`src/rtl/cache_perf_pkg.sv`:
```
// cache_perf_pkg: FSM states, ASCII constants and nibble-to-hex helper for the perf reporter.
// PERF_RPT_CRLF_EN adds the CR/LF frame terminator states and their byte values.
package cache_perf_pkg;
`ifdef PERF_RPT_CRLF_EN
   typedef enum logic [2:0] {IDLE, TAG, DIGIT, CR, LF} state_t;
   localparam logic [7:0] ASCII_CR = 8'h0D;
   localparam logic [7:0] ASCII_LF = 8'h0A;
`else
   typedef enum logic [1:0] {IDLE, TAG, DIGIT} state_t;
`endif
   localparam logic [7:0] TAG_BASE = 8'h61;
   function automatic logic [7:0] hex2ascii(input logic [3:0] v);
      return v < 4'd10 ? 8'h30 + {4'h0, v} : 8'h37 + {4'h0, v};
   endfunction
endpackage

```
`src/rtl/cache_perf_reporter_if.sv`:
```
// cache_perf_reporter_if: byte stream into the UART TX FIFO with almost-full backpressure.
interface cache_perf_reporter_if;
   logic [7:0] data_o;
   logic       wr_en;
   logic       fifo_full_i;
   modport master (output data_o, wr_en, input fifo_full_i);
   modport slave (input data_o, wr_en, output fifo_full_i);
endinterface

```
`src/rtl/cache_perf_reporter_event_counter.sv`:
```
// perf_event_counter: rising-edge detector feeding a wrapping event counter.
module perf_event_counter #(
   parameter int CNT_W = 12
) (
   input  logic             clk,
   input  logic             rstn,
   input  logic             ev,
   output logic [CNT_W-1:0] cnt
);
   logic prev;
   always_ff @(posedge clk or negedge rstn)
      if (!rstn) begin
         prev <= 1'b0;
         cnt  <= '0;
      end else begin
         prev <= ev;
         if (ev & ~prev) cnt <= cnt + CNT_W'(1);
      end
endmodule

```
`src/rtl/cache_perf_reporter.sv`:
```
// cache_perf_reporter: periodic snapshot of NUM_CH event counters streamed as ASCII hex to a FIFO.
// Define PERF_RPT_CRLF_EN to terminate each frame with CR LF.
module cache_perf_reporter
   import cache_perf_pkg::*;
#(
   parameter int NUM_CH = 8,
   parameter int CNT_W  = 12,
   parameter int PERIOD = 1000
) (
   input  logic                 clk,
   input  logic                 rstn,
   input  logic [NUM_CH-1:0]    event_i,
   cache_perf_reporter_if.master fifo,
   output logic                 busy_o,
   output logic                 overrun_o
);
   localparam int ND = CNT_W / 4;
   localparam int DW = ND > 1 ? $clog2(ND) : 1;
   localparam int CW = NUM_CH > 1 ? $clog2(NUM_CH) : 1;
   localparam int PW = PERIOD > 1 ? $clog2(PERIOD) : 1;
   logic [CNT_W-1:0] cnt  [NUM_CH];
   logic [CNT_W-1:0] snap [NUM_CH];
   logic [PW-1:0]    pcnt;
   logic [CW-1:0]    ch;
   logic [DW-1:0]    dig;
   logic [3:0]       nib;
   logic [7:0]       byte_nx;
   logic             tick, last_ch;
   state_t           state, state_nx;

   for (genvar k = 0; k < NUM_CH; k++) begin : g_cnt
      perf_event_counter #(.CNT_W(CNT_W)) u_cnt (
         .clk  (clk),
         .rstn (rstn),
         .ev   (event_i[k]),
         .cnt  (cnt[k])
      );
   end

   assign tick    = pcnt == PW'(PERIOD - 1);
   assign last_ch = ch == CW'(NUM_CH - 1);
   assign nib     = snap[ch][{dig, 2'b00} +: 4];

   // dig counts down so the most significant nibble goes out first
   always_comb begin
`ifdef PERF_RPT_CRLF_EN
      byte_nx  = state == TAG ? TAG_BASE + 8'(ch) : state == DIGIT ? hex2ascii(nib) :
                 state == CR ? ASCII_CR : ASCII_LF;
      state_nx = state == TAG ? DIGIT : state == DIGIT ? (dig != '0 ? DIGIT : last_ch ? CR : TAG) :
                 state == CR ? LF : IDLE;
`else
      byte_nx  = state == TAG ? TAG_BASE + 8'(ch) : hex2ascii(nib);
      state_nx = state == TAG ? DIGIT : dig != '0 ? DIGIT : last_ch ? IDLE : TAG;
`endif
   end

   always_ff @(posedge clk or negedge rstn)
      if (!rstn) begin
         pcnt        <= '0;
         snap        <= '{default: '0};
         ch          <= '0;
         dig         <= '0;
         state       <= IDLE;
         fifo.data_o <= 8'h00;
         fifo.wr_en  <= 1'b0;
         busy_o      <= 1'b0;
         overrun_o   <= 1'b0;
      end else begin
         pcnt <= tick ? '0 : pcnt + PW'(1);
         if (tick && state != IDLE) overrun_o <= 1'b1;
         if (state == IDLE) begin
            fifo.wr_en <= 1'b0;
            busy_o     <= tick;
            if (tick) begin
               snap  <= cnt;
               ch    <= '0;
               state <= TAG;
            end
         end else if (fifo.fifo_full_i) begin
            fifo.wr_en <= 1'b0;
         end else begin
            fifo.wr_en  <= 1'b1;
            fifo.data_o <= byte_nx;
            state       <= state_nx;
            dig         <= state == TAG ? DW'(ND - 1) : dig - DW'(1);
            if (state == DIGIT && dig == '0 && !last_ch) ch <= ch + CW'(1);
         end
      end
endmodule
```
`src/flat_wrapper.sv`:
```
// flat-port wrapper written by rule: the top's interface ports become plain ports
module cache_perf_reporter_flat import cache_perf_pkg::*;
#(
   parameter int NUM_CH = 8,
   parameter int CNT_W  = 12,
   parameter int PERIOD = 1000
)
  (clk, rstn, event_i, busy_o, overrun_o, fifo_data_o, fifo_wr_en, fifo_fifo_full_i);
  cache_perf_reporter_if fifo_i ();
  input  logic clk;
  input  logic rstn;
  input  logic [NUM_CH-1:0] event_i;
  output logic busy_o;
  output logic overrun_o;
  output wire logic [$bits(fifo_i.data_o)-1:0] fifo_data_o;
  output wire logic [$bits(fifo_i.wr_en)-1:0] fifo_wr_en;
  input wire logic [$bits(fifo_i.fifo_full_i)-1:0] fifo_fifo_full_i;
  assign fifo_data_o = fifo_i.data_o;
  assign fifo_wr_en = fifo_i.wr_en;
  assign fifo_i.fifo_full_i = fifo_fifo_full_i;
  cache_perf_reporter #(.NUM_CH(NUM_CH), .CNT_W(CNT_W), .PERIOD(PERIOD)) u_core (.clk(clk), .rstn(rstn), .event_i(event_i), .fifo(fifo_i), .busy_o(busy_o), .overrun_o(overrun_o));
endmodule
```
`config.mk`:
```
export PLATFORM = sky130hd
export DESIGN_NAME = cache_perf_reporter_flat
export DESIGN_NICKNAME = d
export VERILOG_FILES = /design/src/rtl/cache_perf_pkg.sv /design/src/rtl/cache_perf_reporter_if.sv /design/src/rtl/cache_perf_reporter_event_counter.sv /design/src/rtl/cache_perf_reporter.sv /design/src/flat_wrapper.sv
export SDC_FILE = /design/constraint.sdc
export NUM_CORES = 1
export LEC_CHECK = 0
export ABC_AREA = 1
export BUFFER_PORTS_ARGS = -buffer_cell sky130_fd_sc_hd__buf_2
export CAP_MARGIN = 20
export CORE_MARGIN = 2
export CORE_UTILIZATION = 45
export CTS_BUF_LIST = sky130_fd_sc_hd__clkbuf_8
export DETAILED_ROUTE_END_ITERATION = 12
export GPL_ROUTABILITY_DRIVEN = 0
export PLACE_DENSITY = 0.65
export SLEW_MARGIN = 0
export SYNTH_ARGS = -nofsm -noshare
export SYNTH_HDL_FRONTEND = slang
export SYNTH_HIERARCHICAL = 1
export SYNTH_SLANG_ARGS = --single-unit
```
`constraint.sdc`:
```
create_clock -name clk -period 4.3 [get_ports clk]
set_clock_uncertainty 0.05 [all_clocks]
set_input_delay 0.215 -clock clk [delete_from_list [all_inputs] [get_ports clk]]
set_output_delay 0.215 -clock clk [all_outputs]
set_load 0.005 [all_outputs]
```
======== Word-level counts from Yosys, hierarchy flattened ========
Index checks and enable logic that the tools add are counted.
storage, ports and cells
  output and inout bits ................... 11
  register bits after elaboration ......... 228
  logic and storage cells ................. 106
  input port bits ......................... 11
cells by class
  add/subtract/negate cells ............... 14
  muxes and demuxes ....................... 19
  reduce and logical (&&, ||, !) cells .... 13
  equal/unequal tests ..................... 6
  bitwise logic cells ..................... 19
  order comparisons ....................... 2
  shift operators ......................... 1
operators by type and width
  cell                   count
  $add 12x1->12 const B  8
  $bmux 12 s3            1
  $mux 12                2
  $mux 8                 2
  $add 6x4->7 const A    2
  $mux 2                 6
  $mux 3                 4
  $shiftx 12x5->4        1
  $add 10x1->10 const B  1
  $eq 10x10->1 const B   1
  $mux 10                1
  $not 1->1              10
  $add 7x3->8 const A    1
  $and 1x1->1            8
  $reduce_and 2->1       3
  $reduce_bool 2->1      3
  $ge 4x4->1 const B     1
  $logic_not 2->1        2
  $lt 4x4->1 const B     1
  $ne 2x1->1 const B     2
  $not 3->4              1
  $add 3x1->3 const B    1
  $eq 3x3->1 const B     1
  $logic_and 1x1->1      3
  other kinds (6)        8

======== Logic depth before layout (Yosys ltp) ========
Gate-level depths: netlist of the first run.
  word-level depth ........................ 8
  mapped depth ............................ 16
  depth with buffers taken out ............ 14

======== Hierarchy ========
The synthesis of the first run kept the hierarchy.
modules (own cells, without submodules)
  module               seq. area each (sq um)  area an instance (sq um)  instances  cells each
  cache_perf_reporter  3,078.0                 6,024.5                   1          609
  perf_event_counter   325.3                   653.1                     8          78

======== Least setup slack after synthesis of the first run ========
OpenSTA, ideal clock, no wires.
  path type ............................... reg2reg
  start point ............................. register u_core.ch[0]
  end point ............................... register u_core.fifo.data_o[6]
  period minus slack after synthesis ...... 1,937 ps
  buffers on the path ..................... 3
  setup slack ............................. 2,363 ps
  setup time .............................. 117 ps
  arrival time ............................ 1,770 ps
  stages on the path, launching flop included .. 15
  data required time ...................... 4,133 ps
  path through ............................ dfrtp_1 buf_6 buf_6 buf_6 o21ai_0 o21ai_0 o21ai_0 nor2_1 a21oi_2 ha_1 nand3_1 nand3_1 nand2_1 nand2_1 nand2_1
between the ends
  longest elaborated chain between the ends .. 8
  elaborated cells on any way between the ends .. 11
  classes of those cells .................. 3 x add/sub; 1 x order compare; 1 x shift; 5 x mux; 1 x bitwise
ends and longest elaborated chain
  what                                              RTL line                     text
  start, declared                                   cache_perf_reporter.sv:24    logic [CW-1:0] ch;
  start signal, assigned                            cache_perf_reporter.sv:86    if (state == DIGIT && dig == '0 && !last_ch) ch <= ch + CW'(1);
  $not 3->4 (implied by the code)                   cache_perf_reporter.sv:42    assign nib = snap[ch][{dig, 2'b00} +: 4];
  $bmux 12 s3                                       cache_perf_reporter.sv:42
  $mux 12 (implied by the code) (2 in a row)        cache_perf_reporter.sv:42
  $shiftx 12x5->4                                   cache_perf_reporter.sv:42
  $add 6x4->7 / $lt 4x4->1 (equally long branches)  cache_perf_pkg.sv:13         return v < 4'd10 ? 8'h30 + {4'h0, v} : 8'h37 + {4'h0, v};
  $mux 8                                            cache_perf_pkg.sv:13
  $mux 8 *                                          cache_perf_reporter.sv:52    byte_nx = state == TAG ? TAG_BASE + 8'(ch) : hex2ascii(nib);
  end signal, assigned                              cache_perf_reporter.sv:83    fifo.data_o <= byte_nx;
  end, declared                                     cache_perf_reporter_if.sv:6  modport master (output data_o, wr_en, input fifo_full_i);
Every way passes the cells marked *; elsewhere a longest branch is shown, timed or not. The select of a mux whose other input is x is not followed.
A chain may end at the register's enable or synchronous reset.

======== Final worst setup path of the first run ========
Same ends and word-level chain as after synthesis.

==> results of run 1 <==
-- worst max path at each step --
stage,startpoint,endpoint,slack (ns),cells past startpoint
floorplan,u_core/ch[0],u_core/fifo.data_o[6],2.36,14
global placement,u_core/ch[0],u_core/fifo.data_o[6],1.64,12
detailed placement,u_core/ch[0],u_core/fifo.data_o[6],1.52,12
CTS,u_core/ch[0],u_core/fifo.data_o[6],1.51,12
global route,u_core/ch[0],u_core/fifo.data_o[6],1.15,14
finish,u_core/ch[0],u_core/fifo.data_o[6],1.48,12
-- power groups by stage --
stage	clock [W]	sequential [W]	combinational, W
2_1_floorplan	0	0.00264	0.00121
6_report	0.00197	0.00278	0.00141
3_5_place_dp	0	0.00282	0.00139
5_1_grt	0.00215	0.00283	0.00161
3_3_place_gp	0	0.00281	0.00136
4_1_cts	0.00204	0.00279	0.00141
-- metal layers --
metal  up-vias  track usage  routed length, um
met2       179        0.283              10300
met1      3897        0.255              10700
met3        42       0.0380               1170
met4         0       0.0644                586
met5         -            0                  0
li1       4056            -                  -
-- cells by family (layout without fill, tap and decap cells) --
| logic type | count (synthesis) | count (layout) | synth area share |
|---|---|---|---|
| simple gates | 593 | 593 | 0.239 |
| flops | 227 | 227 | 0.505 |
| buf+inv | 188 | 265 | 0.0734 |
| mux | 96 | 96 | 0.0961 |
| compound gates | 64 | 64 | 0.0324 |
| xor+xnor | 51 | 51 | 0.0397 |
| fa+ha+maj | 13 | 13 | 0.0145 |
| other cells | 1 | 1 | 0.000333 |
-- cells in the mapped netlist, drive strengths merged --
library cell  instances
a21oi                12
a22oi                 1
a31oi                 2
a41oi                 1
buf                  28
clkbuf                3
conb                  1
dfrtp               227
ha                   13
inv                 157
mux2                 96
nand2               310
nand3                97
nand4                41
nor2                138
nor3                  6
o211ai                5
o21ai                38
o21bai                1
o22ai                 4
or2                   1
xnor2                24
xor2                 27
-- state kept, by name, summed over array words and instances, names as in the netlist, 2 cells and up --
signal,flops
u_core/pcnt,10
u_core/g_cnt.u_cnt/prev,8
u_core/ch,3
u_core/state,2
u_core/g_cnt.u_cnt/cnt,96
u_core/snap,96
u_core/dig,2
u_core/fifo.data_o,7
-- per-stage QoR --
stage / instances / area (um2) / total power (W)
detailed placement: 1552 / 11600 / 0.00421
finish: 1634 / 12500 / 0.00616
floorplan: 1233 / 11200 / 0.00385
global route: 1634 / 12500 / 0.00659
global placement: 1552 / 11600 / 0.00418
CTS: 1634 / 12500 / 0.00623
-- cell type report --
class,instances,share of cell area
Sequential cell,227,0.455
Multi-Input combinational cell,818,0.380
Clock buffer,50,0.0551
Inverter,157,0.0474
Tap cell,324,0.0324
Timing Repair Buffer,36,0.0204
Clock inverter,22,0.0102
-- repair_timing --
item,4_1_cts,5_1_grt
endpoints found under the setup margin,0,0
endpoints found under the hold margin,133,0
hold buffers,10,0
==> flow_summary.ini, run 1 <==
[outcome]
status = finished clean

[setup_path]
worstPathRequired_ns = 4.66
cp.buffers_inverters = 1
reg2reg_depth = 12
endpoint_kind = flop
worst-path-max-fanout = 54
crit_type = reg2reg
cp-start-kind = flop
r2r_setup_slack_ns = 1.48
crit_chain = inv_4 -> o21ai_0 -> o21ai_0 -> o21ai_0 -> nor2_1 -> a21oi_2 -> ha_1 -> nand3_1 -> nand3_1 -> nand2_1 -> nand2_1 -> nand2_1
cpMaxStageDelayCell = dfrtp_2
worstPathArrival_ns = 3.18
crit_family = flip-flops
timing.rr.end = u_core/fifo.data_o[6]
timing.rr.start = u_core/ch[0]
critPathMaxStageDelay_ns = 0.91

[layout]
finalNetCount = 1304
final_common_cell = nand2_1
multi_input_area_um2 = 4740
n_fill_cell = 2204
final_core_util = 0.511
area_growth_pct = 11.1
diodes = 0
drive_gt1_frac = 0.172
final_cell_mix = 291 x nand2_1, 226 x dfrtp_1, 156 x inv_1, 105 x nor2_1, 96 x nand3_1
seq_area_um2 = 5680

[synthesis]
synth_seq_cells = 227
syn_avg_cell_area_um2 = 9.12
ys_warn_count = 6
netlist.area_leader.share = 0.505
syn-num-nets = 1257
seq_area_frac_synth = 0.505
post_synth_num_cell_types = 35
post_synth_main_area_contributors = dfrtp_1 50%, nand2_1 9.7%, mux2_2 6.7%
syn_inst = 1233
synth.largest_area_cell = dfrtp_1
netlist_area_um2 = 11200

[grt]
track_usage = 0.182
antenna_found_initial = 0
grt_pass1_wl_um = 39100
grt_pass1_vias = 7933
grt_max_degree = 109
overflow = 0

[power_and_ir_drop]
p_seq_frac = 0.451
power_switching_w = 0.00215
clkPwrFrac = 0.320
p_int_w = 0.00401
pwr_density_cell_nw_per_um2 = 493
p_sw_frac = 0.349
irDropWorstVdd_mv = 0.336
p_comb_frac = 0.228
cellLeakagePower_nw = 6.25

[timing]
final_max_slew_viol_count = 0
fmax_ghz = 0.354
tns_ns = 0
finalHoldViolCount = 0
tightest_slew_ns = 0.854
max-slew-margin-rel = 0.431
finalCritPeriodShare = 0.657
finalSetupViolCount = 0
rsz0062_at_grt = no
final.setup.worst_slack_ns = 1.48
min_period_ns = 2.82
timing.hold.ws_ns = 0.247

[cts]
clock_sinks = 227
cts_resized = 0
clock-root-buffer = clkbuf_8
cts_buffers = 40
cts.clk_slew.worst_paths_ns = 0.06
h-tree-depth = 2
cts_post_setup_buffers_inserted = 0
tritoncts = built
clk_latency_ns = 0.53
clk_path_buf_depth = 3

[floorplan]
die_w_um = 162
start_util = 0.460
die_y_um = 162
coreArea_um2 = 24500
fp-row-count = 57
dieArea_um2 = 26300
io-pin-count = 22

[job]
maxCapViolCount = 0

[placed_design]
dp_slack_ns = 1.52
dp_hpwl_um = 16000
io_buffers = 20

[detailed_routing]
drt-total-wl_um = 22800
drcViolationCount = 0
dr.pass1.iters = 5
drtIter0Drc = 488
drt.antenna.violating_nets = 0
wire_per_inst_um = 13.9
via_per_inst = 5.00
route.vias.total = 8174

[worst_hold_path]
hold_path_class = in2async
(Power assumes the default switching activity.)
==> run 2: changes to the inputs <==
==> constraint.sdc (replaced) <==
create_clock -name clk -period 2.9 [get_ports clk]
set_clock_uncertainty 0.05 [all_clocks]
set_input_delay 0.145 -clock clk [delete_from_list [all_inputs] [get_ports clk]]
set_output_delay 0.145 -clock clk [all_outputs]
set_load 0.005 [all_outputs]
==> flow_summary.ini, run 2 (same netlist as run 1, synthesis figures left out) <==
[detailed_routing]
drt-total-wl_um = 23000
wire_per_inst_um = 14.0
dr.pass1.iters = 5
drcViolationCount = 0
drtIter0Drc = 733
via_per_inst = 5.02
drt.antenna.violating_nets = 0
route.vias.total = 8227

[cts]
clock-root-buffer = clkbuf_8
tritoncts = built
clk_path_buf_depth = 3
cts.clk_slew.worst_paths_ns = 0.06
clk_latency_ns = 0.54
cts_buffers = 40
h-tree-depth = 2
cts_resized = 0
cts_post_setup_buffers_inserted = 0
clock_sinks = 227

[timing]
min_period_ns = 2.41
timing.hold.ws_ns = 0.176
final_max_slew_viol_count = 0
finalCritPeriodShare = 0.832
finalSetupViolCount = 0
tightest_slew_ns = 0.741
rsz0062_at_grt = no
tns_ns = 0
max-slew-margin-rel = 0.506
fmax_ghz = 0.414
finalHoldViolCount = 0

[layout]
diodes = 0
area_growth_pct = 11.9
layoutNonFillerInstCount = 1638
drive_gt1_frac = 0.174
finalNetCount = 1307
final_core_util = 0.515
final_cell_mix = 291 x nand2_1, 226 x dfrtp_1, 156 x inv_1, 105 x nor2_1, 96 x nand3_1
reg.largest.list = u_core/g_cnt.u_cnt/cnt (96), u_core/snap (96), u_core/pcnt (10)
final_common_cell = nand2_1

[floorplan]
die_w_um = 162
fp-row-count = 57
die_y_um = 162
dieArea_um2 = 26300
coreArea_um2 = 24500
io-pin-count = 22
start_util = 0.460

[setup_path]
critPathMaxStageDelay_ns = 0.51
endpoint_kind = flop
r2r_setup_slack_ns = 0.49
timing.rr.end = u_core/snap[59]
cp.buffers_inverters = 2
crit_start = u_core/pcnt[0]
cp.depth = 7
cp-start-kind = flop
reg2reg_depth = 7
worst-path-max-fanout = 47
crit_type = reg2reg
crit_family = simple AND/OR/NAND/NOR gates
worstPathArrival_ns = 2.77
worstPathRequired_ns = 3.26
cpMaxStageDelayCell = buf_4
crit_chain = ha_1 -> inv_1 -> nor3_1 -> nand3_2 -> nor2_4 -> buf_4 -> mux2_2
endpoint = u_core/snap[59]
timing.rr.start = u_core/pcnt[0]

[placed_design]
io_buffers = 20
dp_hpwl_um = 16000
dp.cells = 1555

[power_and_ir_drop]
irDropWorstVdd_mv = 0.363
fin_total_pwr_w = 0.00934
pwr_density_cell_nw_per_um2 = 742
cellLeakagePower_nw = 6.29

[grt]
overflow = 0
track_usage = 0.182
gr-usage-met3 = 0.0324
grt_pass1_vias = 8014
grt_max_degree = 98
global_route.peak_usage_layer = met2
grt_pass1_wl_um = 39300
met1_usage = 0.257
antenna_found_initial = 0
grt_util_met2 = 0.291

[job]
maxCapViolCount = 0

[worst_hold_path]
hold_path_class = in2async

[outcome]
status = finished clean
==> run 2: changes by cell type in the layout (fill, tap and decap cells not counted), sizes merged <==
cell,delta
clkbuf,+3
clkinv,-3
inv,-1
clkinvlp,+2
buf,+3
==> run 2: layout make-up <==
type | instances | area [um2]
fill | 2297 | 11900
tap | 324 | 405
multi-input combinational | 818 | 4740
inverter | 157 | 592
timing repair buffer | 39 | 315
clock buffer | 53 | 729
sequential | 227 | 5680
clock inverter | 20 | 119
==> run 2: report_power, final <==
part	switching, W	leakage [nW]	internal, W	total [W]
registers	0.000471	3.00	0.00356	0.00403
logic	0.00149	2.81	0.000768	0.00226
clock network	0.00131	0.475	0.00173	0.00304
total	0.00328	6.29	0.00606	0.00934
==> run 2: how the worst min path moves through the flow <==
stage               startpoint                            to  slack (ns)  cells after the start
finish                    rstn  u_core/g_cnt[5].u_cnt/cnt[6]        0.18                      2
global route              rstn  u_core/g_cnt[5].u_cnt/cnt[6]        0.20                      2
CTS                       rstn  u_core/g_cnt[5].u_cnt/cnt[6]        0.19                      2
detailed placement        rstn  u_core/g_cnt[5].u_cnt/cnt[6]        0.17                      1
global placement          rstn  u_core/g_cnt[5].u_cnt/cnt[6]        0.17                      1
floorplan                 rstn                 u_core/busy_o       -0.20                      0
==> run 2: metal layers <==
metal  part of all wire  routed length [um]  up-vias
met3              0.048                1110       37
met2               0.46               10600      190
met4              0.019                 429        0
met1               0.47               10800     3927
met5                  0                   0        -
li1                   -                   -     4073
==> run 2: metrics by stage <==
step / setup WS [ns] / area, um2
floorplan: 0.963 / 11200
global placement: 0.651 / 11600
detailed placement: 0.562 / 11600
CTS: 0.493 / 12600
global route: 0.333 / 12600
finish: 0.487 / 12600
==> run 2: timing repair <==
item | 4_1_cts | 5_1_grt
hold buffers | 10 | 0
hold endpoints to repair | 136 | 0
setup endpoints to repair | 0 | 0
==> run 3: changes to the inputs <==
--- a/config.mk
+++ b/config.mk
@@ -5,7 +5,7 @@
 export SDC_FILE = /design/constraint.sdc
 export NUM_CORES = 1
 export LEC_CHECK = 0
-export ABC_AREA = 1
+export ABC_AREA = 0
 export BUFFER_PORTS_ARGS = -buffer_cell sky130_fd_sc_hd__buf_2
 export CAP_MARGIN = 20
 export CORE_MARGIN = 2
==> constraint.sdc (replaced) <==
create_clock -name clk -period 2.4 [get_ports clk]
set_clock_uncertainty 0.05 [all_clocks]
set_input_delay 0.12 -clock clk [delete_from_list [all_inputs] [get_ports clk]]
set_output_delay 0.12 -clock clk [all_outputs]
set_load 0.005 [all_outputs]
==> flow_summary.ini, run 3 <==
[floorplan]
die_w_um = 156
dieArea_um2 = 24300
start_util = 0.459
die_y_um = 156
io-pin-count = 22
coreArea_um2 = 22600
fp-row-count = 55

[timing]
finalSetupViolCount = 0
min_period_ns = 2.29
fmax_ghz = 0.436
tightest_slew_ns = 0.559
timing.hold.ws_ns = 0.104
final.setup.worst_slack_ns = 0.109
rsz0062_at_grt = yes
finalCritPeriodShare = 0.955
max-slew-margin-rel = 0.627
finalHoldViolCount = 0
final_max_slew_viol_count = 0

[job]
maxCapViolCount = 0

[setup_path]
timing.rr.start = u_core/ch[0]
critPathMaxStageDelay_ns = 0.49
crit_family = compound AO/OA/AOI/OAI gates
cpMostUsedCell = a21o_1
timing.rr.end = u_core/fifo.data_o[6]
crit_chain = buf_4 -> mux4_2 -> or2_1 -> a31oi_2 -> ha_2 -> inv_1 -> a21o_1 -> a21o_1 -> o21a_1
worst-path-max-fanout = 5
r2r_setup_slack_ns = 0.11
cp-start-kind = flop
worstPathArrival_ns = 2.66
endpoint_kind = flop
cpMaxStageDelayCell = mux4_2
cp.buffers_inverters = 2
crit_type = reg2reg
reg2reg_depth = 9
worstPathRequired_ns = 2.77

[cts]
cts.clk_slew.worst_paths_ns = 0.06
h-tree-depth = 2
clk_latency_ns = 0.53
clk_path_buf_depth = 3
clock_sinks = 227
cts_buffers = 40
tritoncts = built
clock-root-buffer = clkbuf_8

[power_and_ir_drop]
clkPwrFrac = 0.339
cellLeakagePower_nw = 5.82
pwr_density_cell_nw_per_um2 = 927
power_switching_w = 0.00336
p_seq_frac = 0.470
p_int_w = 0.00769
p_sw_frac = 0.304
irDropWorstVdd_mv = 0.409
p_comb_frac = 0.191

[detailed_routing]
drt-total-wl_um = 21700
route.vias.total = 7209
drcViolationCount = 0
drt.antenna.violating_nets = 0
wire_per_inst_um = 15.7
via_per_inst = 5.22
drtIter0Drc = 496
dr.pass1.iters = 5

[layout]
final_core_util = 0.527
final_common_cell = nand2_1
finalNetCount = 1093
diodes = 0
reg.largest.list = u_core/g_cnt.u_cnt/cnt (96), u_core/snap (96), u_core/pcnt (10)
area_growth_pct = 14.6
fin_area_um2 = 11900
n_fill_cell = 2017
layoutNonFillerInstCount = 1380
final_cell_mix = 340 x nand2_1, 226 x dfrtp_1, 55 x clkbuf_8, 51 x xor2_1, 37 x nor2_1
drive_gt1_frac = 0.150

[placed_design]
dp_hpwl_um = 15100
dp_slack_ns = 0.0856
dp.cells = 1300
postPlaceCellArea_um2 = 10900
io_buffers = 20

[synthesis]
synth_edf_count = 0
syn_inst = 1011
ys_warn_count = 6
yosysMostFrequentCell = nand2_1
synth_commonest_cells = 341 x nand2_1, 227 x dfrtp_1, 51 x xor2_1
synth_flop_cell = dfrtp_1
syn_avg_cell_area_um2 = 10.3
netlist.area_leader.share = 0.546
post_synth_main_area_contributors = dfrtp_1 55%, nand2_1 12%, xor2_1 4.3%
syn-num-nets = 1035
seq_area_frac_synth = 0.546
synth.largest_area_cell = dfrtp_1
netlist_area_um2 = 10400
post_synth_num_cell_types = 52
synth_seq_cells = 227
async_reset_ff_frac = 1.00

[worst_hold_path]
hold_path_class = in2async

[outcome]
status = finished clean

[grt]
track_usage = 0.188
antenna_found_initial = 0
grt_pass1_vias = 7287
grt_max_degree = 72
overflow = 0
grt_pass1_wl_um = 36900
run 3: cell types whose count changed in the layout (fill, tap and decap cells not counted), sizes merged, moves of 15 or more:
cell / previous run / this run
xnor2: 24 / 44
o21ai: 38 / 9
inv: 166 / 33
nand3: 97 / 25
nor4: 0 / 24
nor2: 138 / 38
xor2: 27 / 51
buf: 29 / 48
mux2i: 0 / 23
mux2: 96 / 11
nand4: 41 / 26
nand2: 310 / 341
run 3: cell type report:
class	count	area [um2]	area share
Sequential cell	227	5680	0.477
Timing Repair Buffer	58	508	0.0426
Inverter	25	93.8	0.00787
Multi-Input combinational cell	717	4420	0.371
Clock inverter	13	105	0.00882
Clock buffer	55	757	0.0635
Tap cell	285	357	0.0299
run 3: repair_timing:
action	4_1_cts	5_1_grt
gates resized for setup	0	2
setup buffers	0	2
hold endpoints to repair	148	0
hold buffers	10	0
endpoints found under the setup margin	0	2
run 3: how the worst max path moves through the flow:
| stage | startpoint | endpoint | slack [ns] | cells past startpoint |
|---|---|---|---|---|
| finish | u_core/ch[0] | u_core/fifo.data_o[6] | 0.11 | 9 |
| global placement | u_core/ch[0] | u_core/fifo.data_o[6] | 0.13 | 10 |
| CTS | u_core/ch[0] | u_core/fifo.data_o[6] | 0.10 | 10 |
| detailed placement | u_core/ch[0] | u_core/fifo.data_o[6] | 0.09 | 9 |
| global route | u_core/ch[0] | u_core/fifo.data_o[6] | -0.02 | 10 |
| floorplan | u_core/ch[0] | u_core/fifo.data_o[6] | 0.004 | 10 |
run 3: per-layer routing:
metal  GRT usage  vias to the layer above  wire (um)
met1       0.281                     3523      10600
met5           0                        -          0
met4      0.0612                        0        429
met2       0.282                      151       9600
li1            -                     3497          -
met3      0.0308                       38       1050
run 3: cell families after synthesis:
family,Yosys count,synth area share
and+or+nand+nor,513,0.224
muxes,47,0.0625
AOI/OAI and AO/OA,48,0.0346
adders and majority gates,13,0.0156
other,1,0.000360
DFF,227,0.546
buffers and inverters,67,0.0309
xor gates and xnor gates,95,0.0858
run 3: metrics by stage:
step | TNS [ns] | total power [W]
after CTS | 0 | 0.0112
after global routing | -0.0156 | 0.0117
final | 0 | 0.0110
after floorplan | 0 | 0.00659
after detailed placement | 0 | 0.00734
after global placement | 0 | 0.00727
run 3: power groups by stage:
stage	registers, W	clock network [W]	logic (W)
2_1_floorplan	0.00505	0	0.00155
3_3_place_gp	0.00524	0	0.00203
3_5_place_dp	0.00525	0	0.00209
4_1_cts	0.00520	0.00386	0.00210
5_1_grt	0.00530	0.00403	0.00240
6_report	0.00519	0.00374	0.00211
